==> src/rtl/nightlight_pkg.sv <==
// Shared types and constants for the nightlight sequencing controller.
package nightlight_pkg;

  localparam int TMR_W = 24;

  // Each hh/mm/ss pair presets to 5,9.
  localparam logic [3:0]       BCD_TENS_MAX = 4'd5;
  localparam logic [3:0]       BCD_ONES_MAX = 4'd9;
  localparam logic [TMR_W-1:0] TMR_PRESET   = {3{BCD_TENS_MAX, BCD_ONES_MAX}};

  typedef enum logic [2:0] {
    DAY     = 3'd0,
    LOAD    = 3'd1,
    ON      = 3'd2,
    WARN    = 3'd3,
    EXPIRED = 3'd4
  } nl_state_e;

endpackage

==> src/rtl/nightlight_if.sv <==
// Controller <-> countdown timer bus: preset strobe, count enable, BCD readback.
interface nightlight_if;
  import nightlight_pkg::*;

  logic [TMR_W-1:0] tmr_bcd;
  logic             tmr_set;
  logic             tmr_en;

  modport master (output tmr_set, tmr_en, input  tmr_bcd);
  modport slave  (input  tmr_set, tmr_en, output tmr_bcd);
endinterface

==> src/rtl/nl_debounce.sv <==
// Ambient-dark conditioning: 2-flop synchronizer plus a tick-sampled filter.
module nl_debounce #(
  parameter int DEB_TICKS = 4
) (
  input  logic clk,
  input  logic rst_n,
  input  logic tick,
  input  logic raw,
  output logic filt
);

  logic [1:0] sync;
  logic [3:0] cnt;

  // cnt counts consecutive disagreeing samples; one agreeing sample restarts it.
  always_ff @(posedge clk or negedge rst_n) begin
    if (!rst_n) begin
      sync <= '0;
      cnt  <= '0;
      filt <= 1'b0;
    end else begin
      sync <= {sync[0], raw};
      if (tick) begin
        if (sync[1] == filt) begin
          cnt <= '0;
        end else if (cnt == 4'(DEB_TICKS - 1)) begin
          filt <= sync[1];
          cnt  <= '0;
        end else begin
          cnt <= cnt + 4'd1;
        end
      end
    end
  end

endmodule

==> src/rtl/nightlight_ctrl.sv <==
// Nightlight sequencer: debounced dark/button in, timer preset/enable and lamp out.
// Define NIGHTLIGHT_WARN_BLINK_EN to blink the lamp on each tick while in WARN.
module nightlight_ctrl
  import nightlight_pkg::*;
#(
  parameter logic [7:0] WARN_SECS = 8'h30,
  parameter int          DEB_TICKS = 4
) (
  input  logic         clk,
  input  logic         rst_n,
  input  logic         tick,
  input  logic         dark_in,
  input  logic         btn_in,
  nightlight_if.master tbus,
  output logic         lamp,
  output logic [2:0]   state_o
);

  nl_state_e  state;
  logic [1:0] bsync;
  logic       btn_d, btn_rise;
  logic       dark_f, dark_q, dark_rise;
  logic       fresh, set_q;
  logic       tmr_zero, tmr_warn;
`ifdef NIGHTLIGHT_WARN_BLINK_EN
  logic       phase;
`endif

  nl_debounce #(.DEB_TICKS(DEB_TICKS)) u_deb (
    .clk  (clk),
    .rst_n(rst_n),
    .tick (tick),
    .raw  (dark_in),
    .filt (dark_f)
  );

  always_ff @(posedge clk or negedge rst_n) begin
    if (!rst_n) begin
      bsync    <= '0;
      btn_d    <= 1'b0;
      btn_rise <= 1'b0;
      dark_q   <= 1'b0;
    end else begin
      bsync    <= {bsync[0], btn_in};
      btn_d    <= bsync[1];
      btn_rise <= bsync[1] & ~btn_d;
      dark_q   <= dark_f;
    end
  end

  assign dark_rise = dark_f & ~dark_q;

  // Both sides are BCD, so a plain unsigned compare orders them correctly.
  assign tmr_zero = (tbus.tmr_bcd == '0);
  assign tmr_warn = (tbus.tmr_bcd[TMR_W-1:8] == '0) && (tbus.tmr_bcd[7:0] <= WARN_SECS);

  assign tbus.tmr_en  = tick & ((state == ON) | (state == WARN)) & ~tmr_zero;
  assign tbus.tmr_set = set_q;
  assign state_o      = state;

  // fresh marks the first ON cycle after LOAD, when the timer readback is still stale.
  always_ff @(posedge clk or negedge rst_n) begin
    if (!rst_n) begin
      state <= DAY;
      lamp  <= 1'b0;
      set_q <= 1'b0;
      fresh <= 1'b0;
`ifdef NIGHTLIGHT_WARN_BLINK_EN
      phase <= 1'b0;
`endif
    end else begin
      set_q <= 1'b0;
      fresh <= 1'b0;
      case (state)
        DAY: begin
          if (dark_rise) begin
            state <= LOAD; set_q <= 1'b1; lamp <= 1'b1;
          end
        end
        LOAD: begin
          state <= ON; lamp <= 1'b1; fresh <= 1'b1;
        end
        ON: begin
          if (!dark_f) begin
            state <= DAY; lamp <= 1'b0;
          end else if (btn_rise) begin
            state <= LOAD; set_q <= 1'b1; lamp <= 1'b1;
          end else if (!fresh && tmr_warn) begin
            state <= WARN;
`ifdef NIGHTLIGHT_WARN_BLINK_EN
            phase <= 1'b0;
            lamp  <= 1'b0;
`else
            lamp  <= 1'b1;
`endif
          end
        end
        WARN: begin
          if (!dark_f) begin
            state <= DAY; lamp <= 1'b0;
          end else if (btn_rise) begin
            state <= LOAD; set_q <= 1'b1; lamp <= 1'b1;
          end else if (tmr_zero) begin
            state <= EXPIRED; lamp <= 1'b0;
          end else begin
`ifdef NIGHTLIGHT_WARN_BLINK_EN
            if (tick) begin
              phase <= ~phase;
              lamp  <= ~phase;
            end
`else
            lamp <= 1'b1;
`endif
          end
        end
        EXPIRED: begin
          if (!dark_f) begin
            state <= DAY; lamp <= 1'b0;
          end else if (btn_rise) begin
            state <= LOAD; set_q <= 1'b1; lamp <= 1'b1;
          end
        end
        default: begin
          state <= DAY; lamp <= 1'b0;
        end
      endcase
    end
  end

endmodule

==> src/flat_wrapper.sv <==
// flat-port wrapper written by rule: the top's interface ports become plain ports
module nightlight_ctrl_flat import nightlight_pkg::*;
#(
  parameter logic [7:0] WARN_SECS = 8'h30,
  parameter int          DEB_TICKS = 4
)
  (clk, rst_n, tick, dark_in, btn_in, lamp, state_o, tbus_tmr_set, tbus_tmr_en, tbus_tmr_bcd);
  nightlight_if tbus_i ();
  input  logic clk;
  input  logic rst_n;
  input  logic tick;
  input  logic dark_in;
  input  logic btn_in;
  output logic lamp;
  output logic [2:0] state_o;
  output wire logic [$bits(tbus_i.tmr_set)-1:0] tbus_tmr_set;
  output wire logic [$bits(tbus_i.tmr_en)-1:0] tbus_tmr_en;
  input wire logic [$bits(tbus_i.tmr_bcd)-1:0] tbus_tmr_bcd;
  assign tbus_tmr_set = tbus_i.tmr_set;
  assign tbus_tmr_en = tbus_i.tmr_en;
  assign tbus_i.tmr_bcd = tbus_tmr_bcd;
  nightlight_ctrl #(.WARN_SECS(WARN_SECS), .DEB_TICKS(DEB_TICKS)) u_core (.clk(clk), .rst_n(rst_n), .tick(tick), .dark_in(dark_in), .btn_in(btn_in), .tbus(tbus_i), .lamp(lamp), .state_o(state_o));
endmodule
==> config.mk <==
export PLATFORM = sky130hd
export DESIGN_NAME = nightlight_ctrl_flat
export DESIGN_NICKNAME = d
export VERILOG_FILES = /design/src/rtl/nightlight_pkg.sv /design/src/rtl/nightlight_if.sv /design/src/rtl/nl_debounce.sv /design/src/rtl/nightlight_ctrl.sv /design/src/flat_wrapper.sv
export SDC_FILE = /design/constraint.sdc
export NUM_CORES = 1
export LEC_CHECK = 0
export CAP_MARGIN = 20
export CORE_ASPECT_RATIO = 0.9
export CORE_MARGIN = 2
export CORE_UTILIZATION = 27
export CTS_CLUSTER_SIZE = 24
export DETAILED_ROUTE_END_ITERATION = 16
export GPL_ROUTABILITY_DRIVEN = 0
export PLACE_DENSITY = 0.58
export SLEW_MARGIN = 10
export SYNTH_ARGS = -nofsm -noshare
export SYNTH_HDL_FRONTEND = slang
export SYNTH_SLANG_ARGS = --single-unit
==> constraint.sdc <==
create_clock -name clk -period 2.1 [get_ports clk]
set_input_delay 0.315 -clock clk [delete_from_list [all_inputs] [get_ports clk]]
set_output_delay 0.315 -clock clk [all_outputs]
set_load 0.01 [all_outputs]
==> impl_metrics.prom, run 1 <==
# TYPE chip_impl_metric gauge
chip_impl_info{name="crit_type",value="in -> out"} 1
chip_impl_metric{name="netlist_area",unit="sq um"} 887
chip_impl_metric{name="yosysWarnings",unit=""} 0
chip_impl_metric{name="syn_to_final_growth",unit="%"} 62.5
chip_impl_metric{name="i_o_pins",unit=""} 35
chip_impl_metric{name="wire_length_of_the_first_global_routing_pass",unit="microns"} 3550
chip_impl_metric{name="yosysSeqAreaShare",unit="%"} 50.8
chip_impl_metric{name="clockPowerShare",unit="%"} 16.5
chip_impl_metric{name="cts-hold-fix-buffers",unit=""} 0
chip_impl_metric{name="total_leakage_power",unit="nW"} 0.642
chip_impl_metric{name="final-max-slew-violation-count",unit=""} 0
chip_impl_metric{name="tritoncts.num_buffers",unit=""} 3
chip_impl_metric{name="cts_htree_levels",unit=""} 1
chip_impl_metric{name="clkSlewWorstSetupHoldPaths",unit="ps"} 100
chip_impl_metric{name="worst_slew_pin_slew",unit="ps"} 560
chip_impl_metric{name="die_w",unit="microns"} 64.4
chip_impl_metric{name="synth_nets",unit=""} 120
chip_impl_info{name="critical_path.endpoint_type",value="output port"} 1
chip_impl_metric{name="initial_core_util",unit="%"} 28.7
chip_impl_info{name="unrepaired_setup_endpoints_after_global_routing",value="no"} 1
chip_impl_metric{name="routed_len_inst",unit="microns"} 12.7
chip_impl_metric{name="synth_top_cell_area_share",unit="%"} 50.8
chip_impl_metric{name="final-instance-count-excl-fill",unit=""} 178
chip_impl_metric{name="numClockSinks",unit=""} 18
chip_impl_metric{name="power-per-cell-area",unit="nW/um^2"} 892
chip_impl_metric{name="power.total",unit="W"} 0.00129
chip_impl_metric{name="total_switching_power",unit="W"} 0.000455
chip_impl_metric{name="vias",unit=""} 865
chip_impl_metric{name="nets",unit=""} 167
chip_impl_info{name="hold_class",value="in -> async"} 1
chip_impl_metric{name="drt-initial-drc-count",unit=""} 8
chip_impl_metric{name="p_int",unit="W"} 0.000830
chip_impl_info{name="critPathTopFamily",value="simple AND/OR/NAND/NOR gates"} 1
chip_impl_metric{name="finalClockSkew",unit="ps"} 0.984
chip_impl_metric{name="drc_errors",unit=""} 0
chip_impl_metric{name="design.core.area",unit="sq um"} 3090
chip_impl_metric{name="power_frac_comb",unit="%"} 42.1
chip_impl_metric{name="die_area",unit="sq um"} 3760
chip_impl_metric{name="timing.critical_path.arrival",unit="ps"} 1710
chip_impl_metric{name="final_period_minus_worst_setup_slack",unit="ps"} 2020
chip_impl_metric{name="net_switching_fraction_of_the_power",unit="%"} 35.4
chip_impl_info{name="critical_path.slowest_cell",value="sky130_fd_sc_hd__or4_4"} 1
chip_impl_metric{name="detail_route.first_pass.iterations",unit=""} 3
chip_impl_metric{name="power.sequential.fraction",unit="%"} 41.5
chip_impl_info{name="synthDominantAreaCellType",value="sky130_fd_sc_hd__dfrtp_1"} 1
chip_impl_metric{name="antenna_cells_inserted",unit=""} 0
chip_impl_metric{name="final.period_utilization",unit="%"} 96.4
chip_impl_info{name="worstSetupStartpointType",value="input pin"} 1
chip_impl_info{name="leading_cell_type_in_the_layout_fill_and_taps_excluded",value="sky130_fd_sc_hd__dfrtp_1"} 1
chip_impl_metric{name="routed_via_density",unit=""} 4.86
chip_impl_metric{name="drv_cap",unit=""} 0
chip_impl_metric{name="layout_cell_share_with_drive_strength_beyond_1",unit="%"} 19.9
chip_impl_metric{name="grt_max_degree",unit=""} 19
chip_impl_metric{name="final-hold-violation-count",unit=""} 0
chip_impl_metric{name="synth.avg_cell_area",unit="sq um"} 9.86
chip_impl_info{name="path_cells",value="dlygate4sd2_1, or4_4, o31a_1, and2_4, buf_6"} 1
chip_impl_metric{name="antenna_found_initial",unit=""} 0
chip_impl_metric{name="irDropWorstVdd",unit="uV"} 497
chip_impl_metric{name="report.final.setup_viol",unit=""} 0
chip_impl_metric{name="io_buffers",unit=""} 34
chip_impl_metric{name="cpPeakStageDelay",unit="ps"} 540
chip_impl_metric{name="numPlacedInstances",unit=""} 171
chip_impl_info{name="netlist_top_cells_area",value="sky130_fd_sc_hd__dfrtp_1, sky130_fd_sc_hd__o21ai_0, sky130_fd_sc_hd__nand2_1"} 1
chip_impl_metric{name="global_route.usage.total",unit="%"} 12.1
chip_impl_metric{name="dieHeight",unit="microns"} 58.4
chip_impl_metric{name="globalRoute.totalOverflow",unit=""} 0
chip_impl_metric{name="fin_util",unit="%"} 46.6
chip_impl_info{name="layout.cells.most_common_list",value="sky130_fd_sc_hd__dfrtp_1, sky130_fd_sc_hd__clkdlybuf4s50_1, sky130_fd_sc_hd__buf_4, sky130_fd_sc_hd__nand2_1"} 1
chip_impl_metric{name="synth_cells",unit=""} 90
chip_impl_metric{name="clock_insertion_delay_worst_skew",unit="ps"} 290
chip_impl_metric{name="detail_route.wirelength",unit="microns"} 2270
chip_impl_metric{name="cp.buffers_inverters",unit=""} 2
chip_impl_metric{name="post-route-worst-setup-slack",unit="ps"} 75.2
chip_impl_metric{name="slew_headroom",unit="%"} 62.2
chip_impl_info{name="clock_tree_root",value="sky130_fd_sc_hd__clkbuf_4"} 1
chip_impl_metric{name="floorplan.rows",unit=""} 19
chip_impl_metric{name="number_of_distinct_standard_cells_referenced_by_the_synthesized_netlist",unit=""} 32
chip_impl_metric{name="worstPathMaxFanout",unit=""} 2
chip_impl_metric{name="cts-root-to-sink-buffers",unit=""} 2
chip_impl_metric{name="number_of_global_route_vias_before_repair",unit=""} 850
chip_impl_metric{name="fillers",unit=""} 301
chip_impl_info{name="cts_tree",value="yes"} 1
chip_impl_metric{name="synthesized_flop_and_latch_total",unit=""} 18
chip_impl_metric{name="pre_cts_setup_slack",unit="ps"} -488
chip_impl_metric{name="dp_hpwl",unit="microns"} 1580
chip_impl_info{name="result_of_the_run",value="finished, final reports clean"} 1
chip_impl_metric{name="count_of_nets_left_with_antenna_violations_after_detail_routing",unit=""} 0
chip_impl_metric{name="timing.critical_path.required",unit="ps"} 1780
chip_impl_metric{name="max_freq",unit="MHz"} 494
## layer usage
| metal | wire length, microns | global-route usage, % |
|---|---|---|
| met5 | 0 | 0 |
| met4 | 15 | 4.56 |
| met3 | 205 | 4.40 |
| met2 | 1100 | 22.2 |
| met1 | 951 | 12.8 |
## cells in the mapped netlist
cell type and count:
sky130_fd_sc_hd__o211ai_1 1, sky130_fd_sc_hd__maj3_1 1, sky130_fd_sc_hd__xor2_1 1, sky130_fd_sc_hd__and3_1 1, sky130_fd_sc_hd__nor2_1 6, sky130_fd_sc_hd__o31a_1 1
sky130_fd_sc_hd__o311ai_2 1, sky130_fd_sc_hd__o21ai_0 7, sky130_fd_sc_hd__nor3b_1 2, sky130_fd_sc_hd__nand2_1 9, sky130_fd_sc_hd__clkbuf_1 3, sky130_fd_sc_hd__mux2_2 1
sky130_fd_sc_hd__nor3_2 1, sky130_fd_sc_hd__nor2b_1 2, sky130_fd_sc_hd__nand2b_1 1, sky130_fd_sc_hd__o311ai_0 1, sky130_fd_sc_hd__inv_1 4, sky130_fd_sc_hd__a21oi_1 5
sky130_fd_sc_hd__mux2i_1 1, sky130_fd_sc_hd__or4_4 1, sky130_fd_sc_hd__ha_1 1, sky130_fd_sc_hd__nor4b_1 1, sky130_fd_sc_hd__o31ai_1 2, sky130_fd_sc_hd__nand3_1 4
sky130_fd_sc_hd__nand4_1 1, sky130_fd_sc_hd__mux2_4 1, sky130_fd_sc_hd__nor3_1 3, sky130_fd_sc_hd__dfrtp_1 18, sky130_fd_sc_hd__nand4b_1 1, sky130_fd_sc_hd__and2_1 1
sky130_fd_sc_hd__nor4_1 5, sky130_fd_sc_hd__a31oi_1 2
## worst paths after layout
| check | start | to | slack, ps | cells past startpoint |
|---|---|---|---|---|
| hold reg to reg | u_core.u_deb.sync[0] | u_core.u_deb.sync[1] | 360 | 0 |
| setup reg to reg | u_core.u_deb.filt | u_core.lamp | 400 | 5 |
| max in group asynchronous | rst_n | u_core.dark_q | 1570 | 2 |
| hold / removal | rst_n | u_core.u_deb.cnt[0] | 340 | 2 |
| min in group clk | u_core.u_deb.sync[0] | u_core.u_deb.sync[1] | 360 | 0 |
| setup / recovery | tbus_tmr_bcd[16] | tbus_tmr_en | 80 | 5 |
## worst register-to-register path, cell delays in order, from the launching register on
cell and delay [ps]:
sky130_fd_sc_hd__dfrtp_1 460, sky130_fd_sc_hd__inv_1 160, sky130_fd_sc_hd__nor2_1 220, sky130_fd_sc_hd__nand2_1 80
sky130_fd_sc_hd__o31ai_1 340, sky130_fd_sc_hd__mux2_4 340
## flip-flops by register name (all words and copies together), names as in the netlist
register,count
u_core.u_deb.cnt,4
u_core.state_o,3
u_core.bsync,2
u_core.u_deb.sync,2
u_core.btn_d,1
u_core.btn_rise,1
u_core.dark_q,1
u_core.fresh,1
u_core.lamp,1
u_core.tbus.tmr_set,1
u_core.u_deb.filt,1
## power by group through the flow
stage | combinational [W] | clock [W] | sequential, W
detailed placement | 0.000535 | 0 | 0.000540
finish | 0.000541 | 0.000212 | 0.000533
global placement | 0.000522 | 0 | 0.000536
floorplan | 0.000327 | 0 | 0.000525
global route | 0.000599 | 0.000234 | 0.000547
CTS | 0.000532 | 0.000222 | 0.000533
## what timing repair did
item                                   in CTS  in global routing
setup buffers                               3                  0
pin swaps                                   7                  9
setup endpoints to repair                   1                  1
endpoints found under the hold margin       0                  0
gates resized for setup                    15                 13
## cell families after synthesis
| logic type | synth area share (%) |
|---|---|
| simple gates | 24.1 |
| compound gates | 14.5 |
| flops | 50.8 |
| buf+inv | 2.96 |
| mux | 4.09 |
| fa+ha+maj | 2.54 |
| xor+xnor | 0.987 |
## layout make-up
| cell class | instances | area, sq um | share of cell area [%] |
|---|---|---|---|
| Tap cell | 42 | 52.6 | 3.65 |
| Inverter | 4 | 15.0 | 1.04 |
| Clock buffer | 4 | 36.3 | 2.52 |
| Timing Repair Buffer | 45 | 434 | 30.1 |
| Multi-Input combinational cell | 65 | 453 | 31.4 |
| Sequential cell | 18 | 450 | 31.3 |
## per-stage QoR
step	hold WS (ps)	TNS [ps]	cell area [sq um]
finish	340	0	1440
global route	353	0	1440
CTS	338	0	1390
detailed placement	340	-729	1330
global placement	334	-616	1330
floorplan	19.4	0	887
(Power assumes the default switching activity.)
==> run 2: changes to the inputs <==
- CTS_CLUSTER_DIAMETER: not set -> 120
==> results of run 2 <==
No change in the layout: final DEF, timing and power equal those of run 1.
==> run 3: changes to the inputs <==
- PLACE_DENSITY: 0.58 -> 0.59
- SYNTH_HIERARCHICAL: not set -> 1
==> run 3 against run 2 <==
  * The run now ends with setup timing left
  * Final area shrank 5.6%
  * Largest cell class is now sequential cells
  * Clock skew increased by 1.5 ps
  * Fmax shrank 6.9%
  * Highest routed layer unchanged
==> impl_metrics.prom, run 3 <==
# TYPE chip_impl_metric gauge
chip_impl_info{name="result_of_the_run",value="complete, but fails checks"} 1
chip_impl_info{name="violated_checks",value="setup timing"} 1
chip_impl_metric{name="routed_via_density",unit=""} 4.75
chip_impl_metric{name="power-per-cell-area",unit="nW/um^2"} 897
chip_impl_metric{name="nets",unit=""} 152
chip_impl_metric{name="count_of_nets_left_with_antenna_violations_after_detail_routing",unit=""} 0
chip_impl_info{name="critical_path.endpoint_type",value="output port"} 1
chip_impl_metric{name="pre_cts_setup_slack",unit="ps"} -812
chip_impl_metric{name="detailed_place.area",unit="sq um"} 1290
chip_impl_info{name="synth_ff_type",value="sky130_fd_sc_hd__dfrtp_1"} 1
chip_impl_metric{name="detail_route.wirelength",unit="microns"} 1940
chip_impl_metric{name="clock_insertion_delay_worst_skew",unit="ps"} 290
chip_impl_info{name="synth.most_common_cell",value="sky130_fd_sc_hd__dfrtp_1"} 1
chip_impl_metric{name="worst-r2r-cell-count",unit=""} 4
chip_impl_metric{name="vias",unit=""} 775
chip_impl_metric{name="syn_to_final_growth",unit="%"} 59.1
chip_impl_metric{name="tritoncts.num_buffers",unit=""} 3
chip_impl_metric{name="slew_headroom",unit="%"} 70.2
chip_impl_metric{name="synth_top_cell_area_share",unit="%"} 52.6
chip_impl_info{name="netlist_top_cells_area",value="sky130_fd_sc_hd__dfrtp_1, sky130_fd_sc_hd__nor4_1, sky130_fd_sc_hd__o41ai_2"} 1
chip_impl_info{name="synth_common_cells",value="sky130_fd_sc_hd__dfrtp_1, sky130_fd_sc_hd__nand2_1, sky130_fd_sc_hd__nor4_1, sky130_fd_sc_hd__inv_1, sky130_fd_sc_hd__nor2_1"} 1
chip_impl_info{name="path_cells",value="buf_6, or4_4, or3_4, nor3_4, and4bb_2, buf_6"} 1
chip_impl_metric{name="clkSlewWorstSetupHoldPaths",unit="ps"} 100
chip_impl_metric{name="cts-root-to-sink-buffers",unit=""} 2
chip_impl_metric{name="worst_slew_pin_slew",unit="ps"} 443
chip_impl_metric{name="design.core.area",unit="sq um"} 3040
chip_impl_metric{name="final_period_minus_worst_setup_slack",unit="ps"} 2180
chip_impl_metric{name="numClockSinks",unit=""} 18
chip_impl_info{name="cts_tree",value="yes"} 1
chip_impl_info{name="hold_class",value="in -> async"} 1
chip_impl_metric{name="cts-hold-fix-buffers",unit=""} 0
chip_impl_metric{name="postSynth.asyncResetShare",unit="%"} 100
chip_impl_metric{name="synth.avg_cell_area",unit="sq um"} 11.0
chip_impl_metric{name="dieHeight",unit="microns"} 57.4
chip_impl_metric{name="die_w",unit="microns"} 63.3
chip_impl_metric{name="timing.critical_path.required",unit="ps"} 1780
chip_impl_metric{name="final-max-slew-violation-count",unit=""} 0
chip_impl_metric{name="initial_core_util",unit="%"} 28.1
chip_impl_metric{name="largest_register_ff_count",unit=""} 4
chip_impl_metric{name="yosysWarnings",unit=""} 6
chip_impl_metric{name="final-instance-count-excl-fill",unit=""} 163
chip_impl_metric{name="detail_route.first_pass.iterations",unit=""} 4
chip_impl_info{name="critical_path.slowest_cell",value="sky130_fd_sc_hd__or4_4"} 1
chip_impl_metric{name="numPlacedInstances",unit=""} 158
chip_impl_metric{name="final.period_utilization",unit="%"} 104
chip_impl_metric{name="power.total",unit="W"} 0.00122
chip_impl_metric{name="cpPeakStageDelay",unit="ps"} 520
chip_impl_info{name="worstSetupStartpointType",value="input pin"} 1
chip_impl_metric{name="yosysSeqAreaShare",unit="%"} 52.6
chip_impl_metric{name="final-hold-violation-count",unit=""} 0
chip_impl_info{name="crit_top_cell",value="sky130_fd_sc_hd__buf_6"} 1
chip_impl_metric{name="floorplan.rows",unit=""} 19
chip_impl_metric{name="cts_htree_levels",unit=""} 1
chip_impl_metric{name="finalClockSkew",unit="ps"} 2.52
chip_impl_info{name="clock_tree_root",value="sky130_fd_sc_hd__clkbuf_4"} 1
chip_impl_metric{name="antenna_cells_inserted",unit=""} 0
chip_impl_metric{name="report.final.setup_viol",unit=""} 1
chip_impl_metric{name="synth_cells",unit=""} 78
chip_impl_info{name="unrepaired_setup_endpoints_after_global_routing",value="yes"} 1
chip_impl_metric{name="drc_errors",unit=""} 0
chip_impl_metric{name="globalRoute.totalOverflow",unit=""} 0
chip_impl_info{name="crit-reg2reg-launch",value="u_core/u_deb/filt"} 1
chip_impl_info{name="reg2reg_to",value="u_core/state_o[0]"} 1
chip_impl_metric{name="grt_max_degree",unit=""} 19
chip_impl_info{name="crit_type",value="in -> out"} 1
chip_impl_metric{name="dp_hpwl",unit="microns"} 1530
chip_impl_metric{name="post-route-worst-setup-slack",unit="ps"} -75.8
chip_impl_metric{name="synth_nets",unit=""} 108
chip_impl_metric{name="irDropWorstVdd",unit="uV"} 486
chip_impl_metric{name="die_area",unit="sq um"} 3640
chip_impl_metric{name="final_cell_area",unit="sq um"} 1360
chip_impl_metric{name="number_of_distinct_standard_cells_referenced_by_the_synthesized_netlist",unit=""} 36
chip_impl_metric{name="reg_area",unit="sq um"} 450
chip_impl_info{name="leading_cell_type_in_the_layout_fill_and_taps_excluded",value="sky130_fd_sc_hd__clkdlybuf4s50_1"} 1
chip_impl_metric{name="timing.critical_path.arrival",unit="ps"} 1860
chip_impl_info{name="regMostFlops",value="u_core/u_deb/cnt"} 1
chip_impl_metric{name="netlist_area",unit="sq um"} 856
chip_impl_info{name="layout.cells.most_common_list",value="sky130_fd_sc_hd__clkdlybuf4s50_1, sky130_fd_sc_hd__dfrtp_1, sky130_fd_sc_hd__buf_4, sky130_fd_sc_hd__nand2_1"} 1
chip_impl_metric{name="max_freq",unit="MHz"} 460
chip_impl_metric{name="wire_length_of_the_first_global_routing_pass",unit="microns"} 3370
chip_impl_metric{name="antenna_found_initial",unit=""} 0
chip_impl_metric{name="r2r_setup_slack",unit="ps"} 560
chip_impl_metric{name="drv_cap",unit=""} 0
chip_impl_metric{name="synth_edf_count",unit=""} 0
chip_impl_metric{name="worstPathMaxFanout",unit=""} 2
chip_impl_metric{name="number_of_global_route_vias_before_repair",unit=""} 769
chip_impl_metric{name="fillers",unit=""} 313
chip_impl_metric{name="routed_len_inst",unit="microns"} 11.9
chip_impl_metric{name="drt-initial-drc-count",unit=""} 16
chip_impl_metric{name="total_leakage_power",unit="nW"} 0.586
chip_impl_metric{name="io_buffers",unit=""} 34
chip_impl_metric{name="area_of_the_multi_input_gates",unit="sq um"} 422
chip_impl_metric{name="global_route.usage.total",unit="%"} 11.6
chip_impl_info{name="synthDominantAreaCellType",value="sky130_fd_sc_hd__dfrtp_1"} 1
chip_impl_metric{name="synthesized_flop_and_latch_total",unit=""} 18
chip_impl_metric{name="i_o_pins",unit=""} 35
chip_impl_metric{name="layout_cell_share_with_drive_strength_beyond_1",unit="%"} 21.5
==> run 3: metal layers <==
| metal | vias to the layer above | global-route usage, % | part of all wire [%] |
|---|---|---|---|
| met3 | 2 | 3.75 | 5.2 |
| met2 | 20 | 19.5 | 47 |
| li1 | 380 | - | - |
| met1 | 373 | 14.1 | 46 |
| met5 | - | 0 | 0 |
| met4 | 0 | 3.73 | 1.1 |
==> run 3: power by group <==
group	internal, W	total, W	leakage (nW)	switching (W)
clock network	0.000106	0.000214	0.0210	0.000109
registers	0.000440	0.000551	0.226	0.000112
logic	0.000262	0.000455	0.339	0.000193
==> run 3: timing repair <==
item                       4_1_cts  5_1_grt
setup buffers                    1        0
pin swaps                        4        5
gates resized for setup         21        3
setup endpoints to repair        1        1
==> run 3: worst max path at each step <==
stage	start	endpoint	slack [ps]	cells past startpoint
finish	tbus_tmr_bcd[2]	tbus_tmr_en	-80	6
global route	tbus_tmr_bcd[2]	tbus_tmr_en	-110	6
CTS	tbus_tmr_bcd[2]	tbus_tmr_en	-80	6
detailed placement	tbus_tmr_bcd[1]	tbus_tmr_en	-810	6
global placement	tbus_tmr_bcd[1]	tbus_tmr_en	-780	6
floorplan	tbus_tmr_bcd[1]	tbus_tmr_en	100	4
==> run 3: area by class of cell <==
type / count / share of cell area (%)
Sequential cell: 18 / 33.1
Clock buffer: 4 / 2.67
Timing Repair Buffer: 41 / 28.3
Inverter: 4 / 1.10
Tap cell: 42 / 3.86
Multi-Input combinational cell: 54 / 31.0
==> run 3: per-stage QoR <==
step           hold slack [ps]  setup TNS [ps]  utilization, %
6_report                   334           -75.8            44.7
5_1_grt                    335            -113            44.7
4_1_cts                    336           -76.0            44.1
3_5_place_dp               336           -1840            42.3
3_3_place_gp               335           -1700            42.3
2_1_floorplan             19.4               0               -
==> run 3: cell families (layout without fill, tap and decap cells) <==
group           count (synthesis)  count (layout)  share of synthesized area (%)
buf+inv                         6              49                           2.63
compound gates                 19              19                           18.0
fa+ha+maj                       1               1                           1.46
flops                          18              18                           52.6
mux                             1               1                           1.75
simple gates                   31              31                           21.5
xor+xnor                        2               2                           2.05
==> run 3: worst max-delay path: cells and delay by family <==
kind / cells / cell delay [ps]
buf+inv: 2 / 210
simple gates: 4 / 1350
